<file path="config.mk">
export PLATFORM = sky130hd
export DESIGN_NAME = fetch_unit
export DESIGN_NICKNAME = d
export VERILOG_FILES = /design/src/rtl/fetch_unit_pkg.sv /design/src/rtl/fetch_buf.sv /design/src/rtl/fetch_unit.sv
export SDC_FILE = /design/constraint.sdc
export NUM_CORES = 1
export LEC_CHECK = 0
export ABC_AREA = 1
export BUFFER_PORTS_ARGS = -buffer_cell sky130_fd_sc_hd__buf_2
export CAP_MARGIN = 40
export CORE_ASPECT_RATIO = 0.8
export CORE_MARGIN = 3
export CORE_UTILIZATION = 35
export CTS_CLUSTER_DIAMETER = 100
export CTS_CLUSTER_SIZE = 25
export DETAILED_ROUTE_END_ITERATION = 16
export GPL_TIMING_DRIVEN = 0
export SLEW_MARGIN = 20
export SYNTH_ARGS = -nofsm -noshare
export SYNTH_HDL_FRONTEND = slang
export SYNTH_SLANG_ARGS = --single-unit
</file>
<file path="constraint.sdc">
create_clock -name clk -period 8.3 [get_ports clk]
set_input_delay 0 -clock clk [delete_from_list [all_inputs] [get_ports clk]]
set_output_delay 0 -clock clk [all_outputs]
set_load 0.03 [all_outputs]
</file>
<file path="src/rtl/fetch_unit_pkg.sv">
// Shared constants for the instruction fetch stage.
package fetch_unit_pkg;

  localparam int XLEN = 32;
  localparam int ILEN = 32;

  localparam logic [ILEN-1:0] INST_NOP = 32'h0000_0013;
  localparam logic [XLEN-1:0] PC_STEP  = 32'd4;

endpackage

</file>
<file path="src/rtl/fetch_buf.sv">
// Two-entry FIFO holding fetched entries; entry 0 is always the head.
module fetch_buf #(
  parameter int W = 64
) (
  input  logic         clk,
  input  logic         reset,
  input  logic         flush,
  input  logic         push,
  input  logic [W-1:0] push_data,
  input  logic         pop,
  output logic [W-1:0] head,
  output logic [1:0]   count
);

  logic [W-1:0] e0_q;
  logic [W-1:0] e1_q;
  logic [1:0]   cnt_q;
  logic         do_pop;
  logic         do_push;

  // A pop on an empty buffer is a no-op; a push into a full buffer only
  // lands when a pop frees the head in the same cycle.
  assign do_pop  = pop && (cnt_q != 2'd0);
  assign do_push = push && ((cnt_q != 2'd2) || do_pop);

  assign head  = e0_q;
  assign count = cnt_q;

  // Entry storage and occupancy; flush only clears occupancy.
  always_ff @(posedge clk or posedge reset) begin
    if (reset) begin
      e0_q  <= '0;
      e1_q  <= '0;
      cnt_q <= 2'd0;
    end else if (flush) begin
      cnt_q <= 2'd0;
    end else begin
      case ({do_push, do_pop})
        2'b11: begin
          if (cnt_q == 2'd1) begin
            e0_q <= push_data;
          end else begin
            e0_q <= e1_q;
            e1_q <= push_data;
          end
        end
        2'b10: begin
          if (cnt_q == 2'd0) e0_q <= push_data;
          else               e1_q <= push_data;
          cnt_q <= cnt_q + 2'd1;
        end
        2'b01: begin
          e0_q  <= e1_q;
          cnt_q <= cnt_q - 2'd1;
        end
        default: ;
      endcase
    end
  end

endmodule

</file>
<file path="src/rtl/fetch_unit.sv">
// Instruction fetch stage: PC register, fetch/redirect control and a
// two-entry output buffer toward decode.
// Optional build macro BBQ_FETCH_MISALIGN_EN: misaligned redirects are kept
// unmasked and produce a single faulting NOP entry (out_fault port).
module fetch_unit
  import fetch_unit_pkg::*;
#(
  parameter logic [XLEN-1:0] RESET_PC = '0
) (
  input  logic            clk,
  input  logic            reset,
  output logic [XLEN-1:0] imem_addr,
  input  logic [XLEN-1:0] imem_rdata,
  input  logic            redirect_valid,
  input  logic [XLEN-1:0] redirect_pc,
  output logic            out_valid,
  input  logic            out_ready,
  output logic [XLEN-1:0] out_pc,
  output logic [XLEN-1:0] out_inst
`ifdef BBQ_FETCH_MISALIGN_EN
  ,
  output logic            out_fault
`endif
);

`ifdef BBQ_FETCH_MISALIGN_EN
  localparam int EW = 2 * XLEN + 1;
`else
  localparam int EW = 2 * XLEN;
`endif

  logic [XLEN-1:0] pc_q;
  logic [XLEN-1:0] redirect_target;
  logic [EW-1:0]   push_data;
  logic [EW-1:0]   head;
  logic [1:0]      count;
  logic            pop;
  logic            fire;
  logic            push;
  logic            advance;

  assign imem_addr = pc_q;
  assign out_valid = (count != 2'd0);
  assign pop       = out_valid && out_ready;
  assign fire      = !redirect_valid && ((count < 2'd2) || pop);

`ifdef BBQ_FETCH_MISALIGN_EN
  logic fault_q;
  logic fault_pushed_q;

  // While faulted, only the single NOP entry is pushed and the PC freezes.
  assign redirect_target = redirect_pc;
  assign push            = fire && (!fault_q || !fault_pushed_q);
  assign advance         = fire && !fault_q;
  assign push_data       = fault_q ? {1'b1, pc_q, INST_NOP}
                                   : {1'b0, pc_q, imem_rdata};
  assign out_fault       = out_valid && head[EW-1];

  // Sticky fault flag, re-evaluated on every redirect.
  always_ff @(posedge clk or posedge reset) begin
    if (reset) begin
      fault_q        <= 1'b0;
      fault_pushed_q <= 1'b0;
    end else if (redirect_valid) begin
      fault_q        <= (redirect_pc[1:0] != 2'b00);
      fault_pushed_q <= 1'b0;
    end else if (push && fault_q) begin
      fault_pushed_q <= 1'b1;
    end
  end
`else
  assign redirect_target = redirect_pc & ~XLEN'(3);
  assign push            = fire;
  assign advance         = fire;
  assign push_data       = {pc_q, imem_rdata};
`endif

  assign out_pc   = head[2*XLEN-1:XLEN];
  assign out_inst = head[XLEN-1:0];

  // PC: redirect has priority over sequential advance; wraps modulo 2^XLEN.
  always_ff @(posedge clk or posedge reset) begin
    if (reset)               pc_q <= RESET_PC;
    else if (redirect_valid) pc_q <= redirect_target;
    else if (advance)        pc_q <= pc_q + PC_STEP;
  end

  fetch_buf #(.W(EW)) u_buf (
    .clk       (clk),
    .reset     (reset),
    .flush     (redirect_valid),
    .push      (push),
    .push_data (push_data),
    .pop       (pop),
    .head      (head),
    .count     (count)
  );

endmodule

</file>
==> summary.md <==
| Metric | Value |
|---|---|
| Worst Tran Pin Value | `approximately 760 ps` |
| Pre-CTS setup slack | `approximately 6000 ps` |
| Ports | `165` |
| CTS Buf Count | `17` |
| Clock Latency Late Sink | `~440 ps` |
| # rows | `50` |
| Critical Path Source Type | `register` |
| Worst Hold Path Cells | `6` |
| Max VDD drop | `roughly 0.26 mV` |
| Max-slew violation count | `0` |
| Post-Layout Cell Count | `1,781` |
| Slew HR | `49.4%` |
| Vias/cell | `about 4.9` |
| Synth Instances | `between 1,000 and 1,500` |
| HPWL Detailed | `about 21,000 um` |
| Maximum clock rate | `roughly 430 MHz` |
| Number of flops mapped to enable cells by yosys | `0` |
| R2r worst-path depth | `12` |
| Most frequent cells after synthesis | `362 x nand2_1, 224 x nor2_1, 157 x dfrtp_1` |
| Vias in the first global route | `a little over 8,000` |
| RSZ-0062 raised after global routing | `no` |
| Die Area | `26,300 um2` |
| Fillers | `2,473` |
| Initial antenna violation count | `0` |
| Drt wl/cell | `roughly 16 um` |
| DRC | `0` |
| Setup CP Type | `register to register` |
| Peak fanout along the critical path | `10` |
| Worst-path clk slew | `around 70 ps` |
| Final-stage net count | `1,528` |
| Most instantiated library cell after synthesis | `nand2_1` |
| Synth-to-layout area growth | `29.3%` |
| Largest net degree at the start of global routing | `slightly above 100` |
| Critical path data arrival time | `~2700 ps` |
| Die Span Y | `~150 um` |
| Pwr/cell area | `407 nW/um2` |
| Setup TNS | `0 ps` |
| Synth top area cells | `dfrtp_1 46%, nand2_1 16%, nor2_1 9.8%` |
| Minimum clock period | `approximately 2300 ps` |
| Fin. Hold Viols | `0` |
| Fin crit share | `about 28%` |
| Routed wire length | `29,000 um` |
| Final worst slack | `between 5000 and 6000 ps` |
| CTS sink cnt | `157` |
| Layout cell share with drive strength beyond 1 | `16.8%` |
| # resized after CTS | `0` |
| Grt ovf | `0` |
| Root buf cell | `clkbuf_16` |
| Post-route ant nets | `0` |
| Routed vias | `8,785` |
| Clock skew | `11.6 ps` |
| HP Class | `input pin to register` |
| Die Wd | `181 um` |
| Initial drt markers | `752` |
| CORE AREA | `23,700 um2` |
| Synth unique cells | `32` |
| Critical Path End Type | `register` |
| Leading register cell type out of synthesis | `dfrtp_1` |
| Yosys top cell area share | `46.0%` |
| Warnings from Yosys | `0` |
| Mapped cell area | `between 8000 and 9000 um2` |
| Drt pass-1 iters | `5` |
| Synth Area per Inst | `about 7.1 um2` |
| Sequential fraction of the synthesis area | `46.0%` |
| CTS tree | `yes` |
| Async S/R FF share, synth | `100%` |
| RePlAce Congestion | `roughly 0.9` |
| Max Cap Viol | `0` |
| Seq cells post-synth | `roughly 160` |
| P_leak | `0.00547 uW` |
| First-pass GRT wire length | `46,100 um` |
| Overall routing resource usage | `between 20% and 30%` |
| ANT cells | `0` |
| H-tree levels | `4` |
| Reg2reg setup slack | `about 6000 ps` |
| Initial Util | `between 30% and 40%` |
| # setup viols final | `0` |
| Setup bufs post-CTS | `0` |
| Status | `completed` |
| Hold buffers post-CTS | `64` |
| Post-layout util | `between 40% and 50%` |
| Critical Path RT | `8670 ps` |
| Port buffer count | `~160` |
| Yosys top cell by area | `dfrtp_1` |
| Placed instance count | `1,685` |
| Clock Path Buffers | `2` |
area by class of cell:
cell class	count	area, um2	area share, %
sequential	157	3930	35.6
multi-input combinational	885	3890	35.2
timing repair buffer	224	1460	13.2
clock buffer	17	425	3.85
tap	312	390	3.53
inverter	99	382	3.45
buffer	72	363	3.28
clock inverter	15	210	1.90
metal layers:
layer | global-route usage [%] | part of all wire (%) | vias to the layer above | wire, um
li1 | - | - | 4331 | -
met1 | 33.1 | 49 | 4150 | 14200
met2 | 32.7 | 43 | 280 | 12400
met3 | 4.22 | 7.0 | 24 | 2030
met4 | 4.83 | 1.1 | 0 | 329
met5 | 0 | 0 | - | 0
cells in the final DEF (no fill, tap or decap), types with 3 or more instances in the layout:
cell and n:
nand2_1 362, nor2_1 224, buf_2 182, dfrtp_1 157
o21ai_0 128, inv_1 92, dlygate4sd3_1 64, a21oi_1 44
nand3_1 44, clkbuf_1 32, o22ai_1 25, o21a_1 22
clkbuf_16 17, buf_4 11, o211ai_1 7, inv_2 5
nand2_2 5, ha_1 4, bufinv_16 4, clkinvlp_4 4
buf_6 3, buf_1 3, a31oi_1 3, inv_6 3
cell families (layout without fill, tap and decap cells):
| kind of cell | count (synthesis) | after routing | share of synthesized area [%] |
|---|---|---|---|
| simple gates | 645 | 645 | 29.7 |
| xor+xnor | 1 | 1 | 0.102 |
| buf+inv | 171 | 427 | 8.62 |
| compound gates | 233 | 233 | 15.0 |
| other cells | 1 | 2 | 0.0439 |
| fa+ha+maj | 4 | 4 | 0.586 |
| flops | 157 | 157 | 46.0 |
state kept, by name, indices dropped and copies added, names as in the netlist:
| register | flops |
|---|---|
| u_buf.count | 2 |
| u_buf.head | 63 |
| u_buf.e1_q | 62 |
| imem_addr | 30 |
worst paths after layout:
| check | from | to |
|---|---|---|
| max in group asynchronous | reset | u_buf.e1_q[0] |
| min in group asynchronous | reset | u_buf.head[23] |
| hold / removal | out_ready | u_buf.count[1] |
| setup / recovery | u_buf.count[1] | u_buf.e1_q[45] |
| hold reg to reg | u_buf.e1_q[35] | u_buf.e1_q[35] |
| setup reg to reg | u_buf.count[1] | u_buf.e1_q[45] |
critical path: stages, from the launching register on:
cell	delay, ps
dfrtp_1	380
inv_1	90
ha_1	220
inv_2	80
nand2_2	90
nand2_2	180
inv_2	130
nor2_4	110
o21ai_2	180
nor2_4	300
buf_2	310
nand2_1	90
nand2_1	90
metrics by stage:
step	power [uW]	hold WS, ps	cell area, um2
after floorplan	2900	117	8550
after global placement	3570	219	9740
after detailed placement	3610	58.8	9770
after CTS	4510	65.1	11000
after global routing	4830	126	11000
final	4490	66.7	11000
report_power, final:
part	total (uW)	leakage (uW)	internal [uW]	switching (uW)
clock	867	0.000298	509	358
combinational	2280	0.00330	708	1570
sequential	1350	0.00187	1120	227
total	4490	0.00547	2330	2160
Power figures use the tool's default switching activity.
